--- config.mk ---
export PLATFORM = sky130hd
export DESIGN_NAME = quad_encoder_counter
export DESIGN_NICKNAME = d
export VERILOG_FILES = /design/src/rtl/qenc_pkg.sv /design/src/rtl/qenc_input_cond.sv /design/src/rtl/quad_encoder_counter.sv
export SDC_FILE = /design/constraint.sdc
export NUM_CORES = 1
export LEC_CHECK = 0
export ABC_AREA = 0
export CAP_MARGIN = 0
export CORE_ASPECT_RATIO = 1.2
export CORE_MARGIN = 8
export CORE_UTILIZATION = 50
export CTS_BUF_LIST = sky130_fd_sc_hd__clkbuf_4
export DETAILED_ROUTE_END_ITERATION = 12
export PLACE_DENSITY = 0.74
export SLEW_MARGIN = 30
export SYNTH_ARGS = -nofsm -noshare
export SYNTH_HDL_FRONTEND = slang
export SYNTH_SLANG_ARGS = --single-unit
--- constraint.sdc ---
create_clock -name i_clk -period 2.75 [get_ports i_clk]
set_clock_uncertainty 0.15 [all_clocks]
set_input_delay 0.55 -clock i_clk [delete_from_list [all_inputs] [get_ports i_clk]]
set_output_delay 0.55 -clock i_clk [all_outputs]
set_load 0.02 [all_outputs]
--- src/rtl/qenc_pkg.sv ---
// qenc_pkg: shared definitions for the quadrature encoder counter.
//  - FSM state codes for the detent tracker (IDLE, R1..R3 clockwise, L1..L3 counter-clockwise)
//  - DIR_UP / DIR_DN direction codes
//  - qenc_gray():      classifies an old->new AB pair as {valid, up, illegal}
//  - qenc_state_for(): the state that matches a given AB level on the left or right side
package qenc_pkg;

  localparam logic [2:0] StIdle = 3'd0;
  localparam logic [2:0] StR1   = 3'd1;
  localparam logic [2:0] StR2   = 3'd2;
  localparam logic [2:0] StR3   = 3'd3;
  localparam logic [2:0] StL1   = 3'd4;
  localparam logic [2:0] StL2   = 3'd5;
  localparam logic [2:0] StL3   = 3'd6;

  localparam logic DIR_UP = 1'b1;
  localparam logic DIR_DN = 1'b0;

  // Both channels idle high at the detent.
  localparam logic [1:0] AB_IDLE = 2'b11;

  // Returns {valid, up, illegal}. valid: exactly one bit changed. up: the change follows the
  // clockwise Gray order 11->10->00->01->11 (B leads). illegal: both bits changed together.
  function automatic logic [2:0] qenc_gray(input logic [1:0] old_ab, input logic [1:0] new_ab);
    logic [1:0] diff;
    logic       valid;
    logic       up;
    logic       illegal;
    diff    = old_ab ^ new_ab;
    valid   = (diff == 2'b01) || (diff == 2'b10);
    illegal = (diff == 2'b11);
    case ({old_ab, new_ab})
      4'b11_10, 4'b10_00, 4'b00_01, 4'b01_11: up = 1'b1;
      default:                                up = 1'b0;
    endcase
    return {valid, up, illegal};
  endfunction

  // State consistent with AB on the given side; AB=11 always maps to IDLE.
  function automatic logic [2:0] qenc_state_for(input logic left, input logic [1:0] ab);
    logic [2:0] st;
    case (ab)
      2'b10:   st = left ? StL3 : StR1;
      2'b00:   st = left ? StL2 : StR2;
      2'b01:   st = left ? StL1 : StR3;
      default: st = StIdle;
    endcase
    return st;
  endfunction

endpackage

--- src/rtl/qenc_input_cond.sv ---
// qenc_input_cond: conditions one raw encoder channel.
//  2-FF synchroniser (reset to 1, the idle level). With QENC_FILTER_EN defined, a stable-level
//  filter follows: a new level is accepted only after FILTER_LEN consecutive equal samples.
// Ports:
//  i_clk    system clock
//  i_rst_n  asynchronous active-low reset
//  i_raw    raw asynchronous channel input
//  o_level  synchronised (and optionally filtered) level
// Optional feature macro: QENC_FILTER_EN
module qenc_input_cond #(
  parameter int unsigned FILTER_LEN = 4
) (
  input  logic i_clk,
  input  logic i_rst_n,
  input  logic i_raw,
  output logic o_level
);

  logic [1:0] r_sync;

  always_ff @(posedge i_clk or negedge i_rst_n) begin
    if (!i_rst_n) begin
      r_sync <= 2'b11;
    end else begin
      r_sync <= {r_sync[0], i_raw};
    end
  end

`ifdef QENC_FILTER_EN
  localparam int unsigned CntW = (FILTER_LEN > 1) ? $clog2(FILTER_LEN) : 1;

  logic [CntW-1:0] r_cnt;
  logic            r_level;

  // r_cnt counts consecutive samples that differ from the accepted level; any sample equal to
  // the accepted level restarts the count, so glitches shorter than FILTER_LEN are dropped.
  always_ff @(posedge i_clk or negedge i_rst_n) begin
    if (!i_rst_n) begin
      r_cnt   <= '0;
      r_level <= 1'b1;
    end else if (r_sync[1] == r_level) begin
      r_cnt <= '0;
    end else if (r_cnt == CntW'(FILTER_LEN - 1)) begin
      r_level <= r_sync[1];
      r_cnt   <= '0;
    end else begin
      r_cnt <= r_cnt + CntW'(1);
    end
  end

  assign o_level = r_level;
`else
  logic w_unused_filter_len;
  assign w_unused_filter_len = ^FILTER_LEN;
  assign o_level = r_sync[1];
`endif

endmodule

--- src/rtl/quad_encoder_counter.sv ---
// quad_encoder_counter: quadrature rotary-encoder decoder and modulo position counter.
//  Conditions raw A/B, tracks the detent cycle with an FSM, and keeps a count modulo MAX_VAL+1.
//  MODE=0 counts once per full detent (x1); MODE=1 counts every valid Gray edge (x4).
// Ports:
//  i_clk          system clock
//  i_rst_n        asynchronous active-low reset
//  i_enc_a        raw channel A (idle high)
//  i_enc_b        raw channel B (idle high)
//  i_clear        synchronous clear of the count, wins over a simultaneous step
//  i_count_en     1: steps update the count; 0: steps reported, count holds
//  o_count        current position
//  o_step_pulse   one-cycle strobe per accepted step
//  o_dir          direction of the last step (1 = up, B leads)
//  o_wrap_pulse   one-cycle strobe when the count wraps
//  o_err_pulse    one-cycle strobe when A and B change in the same sample
//  o_busy         1 while the FSM is away from IDLE
// Optional feature macro: QENC_FILTER_EN (stable-level input filter of FILTER_LEN samples)
module quad_encoder_counter
  import qenc_pkg::*;
#(
  parameter int unsigned WIDTH      = 5,
  parameter int unsigned MAX_VAL    = 19,
  parameter int unsigned MODE       = 0,
  parameter int unsigned FILTER_LEN = 4
) (
  input  logic             i_clk,
  input  logic             i_rst_n,
  input  logic             i_enc_a,
  input  logic             i_enc_b,
  input  logic             i_clear,
  input  logic             i_count_en,
  output logic [WIDTH-1:0] o_count,
  output logic             o_step_pulse,
  output logic             o_dir,
  output logic             o_wrap_pulse,
  output logic             o_err_pulse,
  output logic             o_busy
);

  localparam logic [WIDTH-1:0] MaxVal = WIDTH'(MAX_VAL);

  logic             w_a;
  logic             w_b;
  logic [1:0]       w_ab;
  logic [2:0]       w_gray;
  logic             w_valid;
  logic             w_up;
  logic             w_illegal;
  logic             w_left;
  logic [2:0]       w_state_d;
  logic             w_step;
  logic             w_step_up;
  logic [WIDTH-1:0] w_count_d;
  logic             w_wrap;

  logic [1:0]       r_ab;
  logic [2:0]       r_state;
  logic [WIDTH-1:0] r_count;
  logic             r_step;
  logic             r_dir;
  logic             r_wrap;
  logic             r_err;
  logic             r_busy;

  qenc_input_cond #(
    .FILTER_LEN (FILTER_LEN)
  ) u_cond_a (
    .i_clk   (i_clk),
    .i_rst_n (i_rst_n),
    .i_raw   (i_enc_a),
    .o_level (w_a)
  );

  qenc_input_cond #(
    .FILTER_LEN (FILTER_LEN)
  ) u_cond_b (
    .i_clk   (i_clk),
    .i_rst_n (i_rst_n),
    .i_raw   (i_enc_b),
    .o_level (w_b)
  );

  assign w_ab                           = {w_a, w_b};
  assign w_gray                         = qenc_gray(r_ab, w_ab);
  assign {w_valid, w_up, w_illegal}     = w_gray;
  assign w_left = (r_state == StL1) || (r_state == StL2) || (r_state == StL3);

  // Detent tracker. The state always agrees with the current AB level, so each state has just
  // two legal neighbours: the next Gray code (advance) and the previous one (step back).
  always_comb begin
    w_state_d = r_state;
    w_step    = 1'b0;
    w_step_up = DIR_DN;
    if (w_illegal) begin
      // Resynchronise to the new level, staying on the current side (IDLE counts as right).
      w_state_d = qenc_state_for(w_left, w_ab);
    end else if (w_valid) begin
      case (r_state)
        StIdle: w_state_d = (w_ab == 2'b10) ? StR1 : StL1;
        StR1:   w_state_d = (w_ab == 2'b00) ? StR2 : StIdle;
        StR2:   w_state_d = (w_ab == 2'b01) ? StR3 : StR1;
        StR3: begin
          if (w_ab == AB_IDLE) begin
            w_state_d = StIdle;
            w_step    = (MODE == 0);
            w_step_up = DIR_UP;
          end else begin
            w_state_d = StR2;
          end
        end
        StL1:   w_state_d = (w_ab == 2'b00) ? StL2 : StIdle;
        StL2:   w_state_d = (w_ab == 2'b10) ? StL3 : StL1;
        StL3: begin
          if (w_ab == AB_IDLE) begin
            w_state_d = StIdle;
            w_step    = (MODE == 0);
            w_step_up = DIR_DN;
          end else begin
            w_state_d = StL2;
          end
        end
        default: w_state_d = StIdle;
      endcase
      // x4: every valid edge is a step; direction from the old/new AB pair.
      if (MODE != 0) begin
        w_step    = 1'b1;
        w_step_up = w_up;
      end
    end
  end

  // Modulo count next value for a step in direction w_step_up.
  always_comb begin
    w_count_d = r_count;
    w_wrap    = 1'b0;
    if (w_step_up == DIR_UP) begin
      if (r_count == MaxVal) begin
        w_count_d = '0;
        w_wrap    = 1'b1;
      end else begin
        w_count_d = r_count + WIDTH'(1);
      end
    end else begin
      if (r_count == '0) begin
        w_count_d = MaxVal;
        w_wrap    = 1'b1;
      end else begin
        w_count_d = r_count - WIDTH'(1);
      end
    end
  end

  always_ff @(posedge i_clk or negedge i_rst_n) begin
    if (!i_rst_n) begin
      r_ab    <= AB_IDLE;
      r_state <= StIdle;
      r_count <= '0;
      r_step  <= 1'b0;
      r_dir   <= DIR_DN;
      r_wrap  <= 1'b0;
      r_err   <= 1'b0;
      r_busy  <= 1'b0;
    end else begin
      r_ab    <= w_ab;
      r_state <= w_state_d;
      r_busy  <= (w_state_d != StIdle);
      r_step  <= w_step;
      r_err   <= w_illegal;
      r_wrap  <= 1'b0;
      if (w_step) begin
        r_dir <= w_step_up;
      end
      if (i_clear) begin
        r_count <= '0;
      end else if (w_step && i_count_en) begin
        r_count <= w_count_d;
        r_wrap  <= w_wrap;
      end
    end
  end

  assign o_count      = r_count;
  assign o_step_pulse = r_step;
  assign o_dir        = r_dir;
  assign o_wrap_pulse = r_wrap;
  assign o_err_pulse  = r_err;
  assign o_busy       = r_busy;

endmodule
# Word level (Yosys, flattened, before mapping)
# Index checks and enable logic that the tools add are counted.
[op_classes]
addsub = 2
mul = 0
n_div = 0
n_lt_le_gt_ge = 0
eq_ne = 13
shifts = 0
muxes = 31
n_bitwise = 1
n_reduce_logical = 10
[op_table]
columns = ["operator", "count"]
rows = [
  ["$mux 5", 5],
  ["$mux 3", 8],
  ["$pmux 3 s7", 1],
  ["$mux 1", 12],
  ["$eq 3x3->1 const B", 3],
  ["$pmux 3 s3", 1],
  ["$eq 2x2->1 const B", 4],
  ["$mux 2", 4],
  ["$eq 3x2->1 const B", 2],
  ["$add 5x1->5 const B", 1],
  ["$eq 5x5->1 const B", 1],
  ["$logic_not 5->1", 1],
  ["$sub 5x1->5 const B", 1],
  ["$eq 2x1->1 const B", 2],
  ["$eq 3x1->1 const B", 1],
  ["$logic_not 3->1", 1],
  ["$logic_or 1x1->1", 3],
  ["$reduce_bool 3->1", 1],
  ["$logic_not 2->1", 1],
  ["$reduce_bool 2->1", 1],
  ["$reduce_or 2->1", 1],
  ["$xor 2x2->2", 1],
  ["$logic_and 1x1->1", 1],
]
[word_totals]
register_bits = 19
latch_bits = 0
ramBits = 0
rom_bits = 0
output_inout_bits = 10
word_cells = 67
mem_count = 0

# Longest topological paths before layout
[logic_depth]
depth_word = 8
ltp_mapped = 8
ltp_nobuf = 7

# By module
# A second synthesis with hierarchy kept.
[hier_totals]
cells_unflattened = 113
hier_area_um2 = 1109.8
[modules_own_cells]
columns = ["mod", "n_inst", "cells_each", "area_each_um2", "seq_area_each_um2"]
rows = [
  ["quad_encoder_counter", 1, 109, 1004.7, 377.9],
  ["qenc_input_cond", 2, 2, 52.6, 52.6],
]

# Worst setup path before layout
# OpenSTA, ideal clock, no wires.
[synth_path]
path_kind = "reg-to-reg"
startpoint = "register u_cond_b.r_sync[1]"
endpoint = "register r_count[1] (netlist: o_count[1])"
arrival_time_ns = 2.056
required_time_ns = 2.479
path_slack_ns = 0.423
stages_incl_launch_ff = 8
period_less_slack_ns = 2.327
path_cell_list = "dfstp_2 buf_4 xor2_1 ha_1 nand4b_4 nor4_1 nor2_1 a22o_1"
[synth_between]
elab_chain_len = 8
elab_cells_between_ends = 18
classes_between = "4 x eq/ne; 10 x mux; 1 x bitwise; 3 x reduce/logical"
[synth_lines]
columns = ["item", "line", "source"]
rows = [
  ["start: declaration", "qenc_input_cond.sv:19", "logic [1:0] r_sync;"],
  ["start signal: assignment", "qenc_input_cond.sv:25", "r_sync <= {r_sync[0], i_raw};"],
  ["$eq 2x2->1 or $xor 2x2->2 (tied branches)", "quad_encoder_counter.sv:103, quad_encoder_counter.sv:114, qenc_pkg.sv:29", ""],
  ["$mux 1 (tied with other cells)", "quad_encoder_counter.sv:103, quad_encoder_counter.sv:114", ""],
  ["$mux 1 or $logic_or 1x1->1 (tied branches)", "-", ""],
  ["$mux 1", "quad_encoder_counter.sv:97", "end else if (w_valid) begin"],
  ["$mux 1", "quad_encoder_counter.sv:94", "if (w_illegal) begin"],
  ["$mux 5", "quad_encoder_counter.sv:136", "if (w_step_up == DIR_UP) begin"],
  ["$mux 5", "quad_encoder_counter.sv:175", "end else if (w_step && i_count_en) begin"],
  ["$mux 5", "quad_encoder_counter.sv:173", "if (i_clear) begin"],
  ["end signal: assignment", "quad_encoder_counter.sv:176", "r_count <= w_count_d;"],
  ["end: declaration", "quad_encoder_counter.sv:58", "logic [WIDTH-1:0] r_count;"],
]
# Parallel ways exist; a longest one is shown, timed or not. The select of a mux whose other input is x is not followed.
# A chain may end at the register's enable or synchronous reset.

# Worst setup path in the final report
[layout_path]
startpoint = "register u_cond_a.r_sync[1]"
endpoint = "register r_busy (netlist: o_busy)"
[layout_between]
elab_chain_len = 6
elab_cells_between_ends = 21
classes_between = "6 x eq/ne; 11 x mux; 1 x bitwise; 3 x reduce/logical"
[layout_lines]
columns = ["item", "line", "source"]
rows = [
  ["start: declaration", "qenc_input_cond.sv:19", ""],
  ["start signal: assignment", "qenc_input_cond.sv:25", ""],
  ["$eq 2x2->1 (tied with other cells)", "quad_encoder_counter.sv:114", "if (w_ab == AB_IDLE) begin"],
  ["$mux 3 (tied with other cells)", "quad_encoder_counter.sv:114", ""],
  ["$pmux 3 s7 or $logic_or 1x1->1 (tied branches)", "quad_encoder_counter.sv:98, qenc_pkg.sv:30", ""],
  ["$mux 3", "quad_encoder_counter.sv:97", ""],
  ["$mux 3 (*)", "quad_encoder_counter.sv:94", ""],
  ["net w_state_d[2]", "quad_encoder_counter.sv:50", "logic [2:0] w_state_d;"],
  ["$reduce_bool 3->1 (*)", "quad_encoder_counter.sv:166", "r_busy <= (w_state_d != StIdle);"],
  ["end signal: assignment", "quad_encoder_counter.sv:166", ""],
  ["end: declaration", "quad_encoder_counter.sv:63", "logic r_busy;"],
]
# The timed path passes the listed nets; every way through them passes the cells marked *.

==> results by group <==
Floorplanning
  • FP Rows: 19
  • Initial Utilization: approximately half
  • Area of the core: 2210 sq um
  • Die H: 67.9 um
  • Die Area: 4020 sq um
  • Die Wd: roughly 59 um
  • Top Ports: 16

Cells and area
  • Share of cells above drive strength 1: 12.7%
  • Design Area, Final: roughly 1300 sq um
  • Layout fillers: 214
  • Area Growth Syn to Fin: 17.7%
  • Final #Nets: 144
  • Antenna cell count: 0

Route
  • Vias: 942
  • Wirelength per Cell: 14.7 um
  • DRC Markers: 0
  • First-pass iteration count of the detailed router: 4
  • Routed WL: 2.42 mm
  • Antenna-violating nets left: 0
  • Drt first-iter violations: 27
  • Vias/cell: between 5 and 6

GRT
  • GRT Util Overall: a little over an eighth
  • First-pass GRT wire length: 4.38 mm
  • Largest net degree at the start of global routing: 20
  • Total grt overflow: 0
  • Vias in the first global route: 1009
  • Initial antenna violation count: 0

CTS
  • Max Buffers Root-to-Sink: 2
  • Post-CTS setup buffer count: 0
  • CTS tree: yes
  • Worst-path clk slew: about 120 ps
  • CTS buffer count: 3
  • CTS Root Cell: clkbuf_4
  • CTS Sinks: 19
  • H-Tree Depth: 1
  • CTS resizes: 0
  • Worst-Skew Late Latency: 290 ps
  • CTS Hold Bufs: 0

Yosys
  • Yosys top cell area share: between 20% and 30%
  • Top cells by count, synth: dfrtp_1, nor2_1, o21ai_0
  • Yosys top cell by area: dfrtp_1
  • YS warnings: 0
  • Primary FF master, synth: dfrtp_1
  • Mapped Nets: around 130
  • Count leader, synth: dfrtp_1
  • EDFF count, synth: 0
  • #FFs+latches synth: 19
  • Cell Area, Synth: 1120 sq um
  • Largest cells by area after synthesis: dfrtp_1, dfstp_2, o21ai_0
  • Post-Synthesis Cells: about 120
  • Avg Cell Area, Syn: 9.51 sq um
  • Sequential area share after synthesis: 43.0%
  • Async SR Flop Fraction: 100%
  • Netlist cell types: 43

Worst setup path
  • CP max FO: 11
  • Critical path startpoint category: flop
  • CP Capture Type: flop
  • Worst EP arrival: 2490 ps
  • Required @ worst endpoint: 2780 ps
  • Crit Path Class: flop to flop

STA
  • Final Hold Viols: 0
  • Fin Setup TNS: 0 ps
  • Final setup margin: 291 ps
  • Hold slack: 215 ps
  • Slew at the pin closest to its max-slew limit: approximately 400 ps
  • Setup violations, final: 0
  • Minimum clock period: ~2500 ps
  • Tcrit/Tclk final: a little under 90%
  • Slew Limit Headroom: 73.0%
  • RSZ-0062 raised after global routing: no
  • Max-slew violations: 0
  • F_max: 407 MHz

Place
  • Placer Congestion: 0.892
  • DP Area: 1290 sq um
  • Port Buffers: 15
  • DP HPWL: approximately 1.8 mm
  • Pre-CTS setup slack: 315 ps

Flow run
  • Max cap viols: 0

Run status
  • Outcome: finished, final reports clean

Pwr
  • PwrDens: 641 nW/um^2
  • VDD IR max: 0.360 mV
  • Leakage Power: ~0.00051 uW

Min path
  • Hold Crit Class: flop to flop
stage by stage:
stage / std cells / total power [uW] / utilization [%]
4_1_cts: 165 / 852 / 59.8
3_3_place_gp: 161 / 699 / 58.4
6_report: 165 / 847 / 59.8
3_5_place_dp: 161 / 708 / 58.4
2_1_floorplan: 118 / 616 / -
5_1_grt: 165 / 912 / 59.8
power breakdown:
part,total [uW],leakage [uW],internal [uW],switching [uW]
Combinational,312,0.000264,143,169
Sequential,393,0.000234,321,72.3
Clock,142,0.0000139,55.2,86.5
Total,847,0.000513,520,328
cell families after synthesis:
kind of cell / synth area share [%]
compound gates: 21.5
xor+xnor: 3.90
fa+ha+maj: 3.34
buf+inv: 6.46
flops: 43.0
simple gates: 21.7
placed cells by master (no fill, tap or decap), types with 2 or more instances in the layout:
master and n:
nand2_1 4, ha_1 3, dfrtp_1 13, xnor2_1 3, o211ai_1 5, clkdlybuf4s50_1 15, nand2b_1 2, xor2_1 2
nand3_1 4, nor4b_1 2, dfstp_2 6, buf_4 2, nor2_1 11, o21ai_0 11, a211oi_1 2, and3b_1 2
nor3_1 5, nand3b_1 2, inv_1 9, o31a_1 2, or3_1 2, a21oi_1 4, clkbuf_4 3
path summary, 6_finish.rpt:
kind                                         start                 end  slack, ps  cells past startpoint
worst max-delay path            u_cond_a.r_sync[1]              o_busy        290                      6
worst min-delay path            u_cond_b.r_sync[0]  u_cond_b.r_sync[1]        210                      0
worst max register to register  u_cond_a.r_sync[1]              o_busy        290                      6
worst min register to register  u_cond_b.r_sync[0]  u_cond_b.r_sync[1]        210                      0
max in group asynchronous                  i_rst_n  u_cond_a.r_sync[0]       1780                      2
min in group asynchronous                  i_rst_n          r_state[2]        420                      2
layout make-up:
cell class / count / area, sq um / area share, %
Inverter: 10 / 37.5 / 2.84
Clock inverter: 1 / 7.51 / 0.568
Tap cell: 31 / 38.8 / 2.94
Timing Repair Buffer: 17 / 165 / 12.5
Sequential cell: 19 / 483 / 36.6
Clock buffer: 3 / 22.5 / 1.70
Multi-Input combinational cell: 84 / 567 / 42.9
state kept, by name (all words and copies together), names as in the netlist:
name             flops
o_err_pulse          1
r_ab                 2
r_state              3
o_busy               1
o_dir                1
o_count              5
o_step_pulse         1
o_wrap_pulse         1
u_cond_a.r_sync      2
u_cond_b.r_sync      2
worst max-delay path, stage by stage, from the launching register on:
cell	delay [ps]
dfstp_2	690
xor2_1	120
ha_1	430
o21ai_0	130
and3b_1	180
a311o_1	330
or3_1	320
routing by layer:
layer | share of wire [%] | up-vias | track usage [%]
met5 | 0 | - | 0
met4 | 2.7 | 0 | 6.59
met3 | 3.2 | 6 | 0.940
met2 | 51 | 25 | 24.2
met1 | 43 | 447 | 15.6
li1 | - | 464 | -
(Power assumes the default switching activity.)
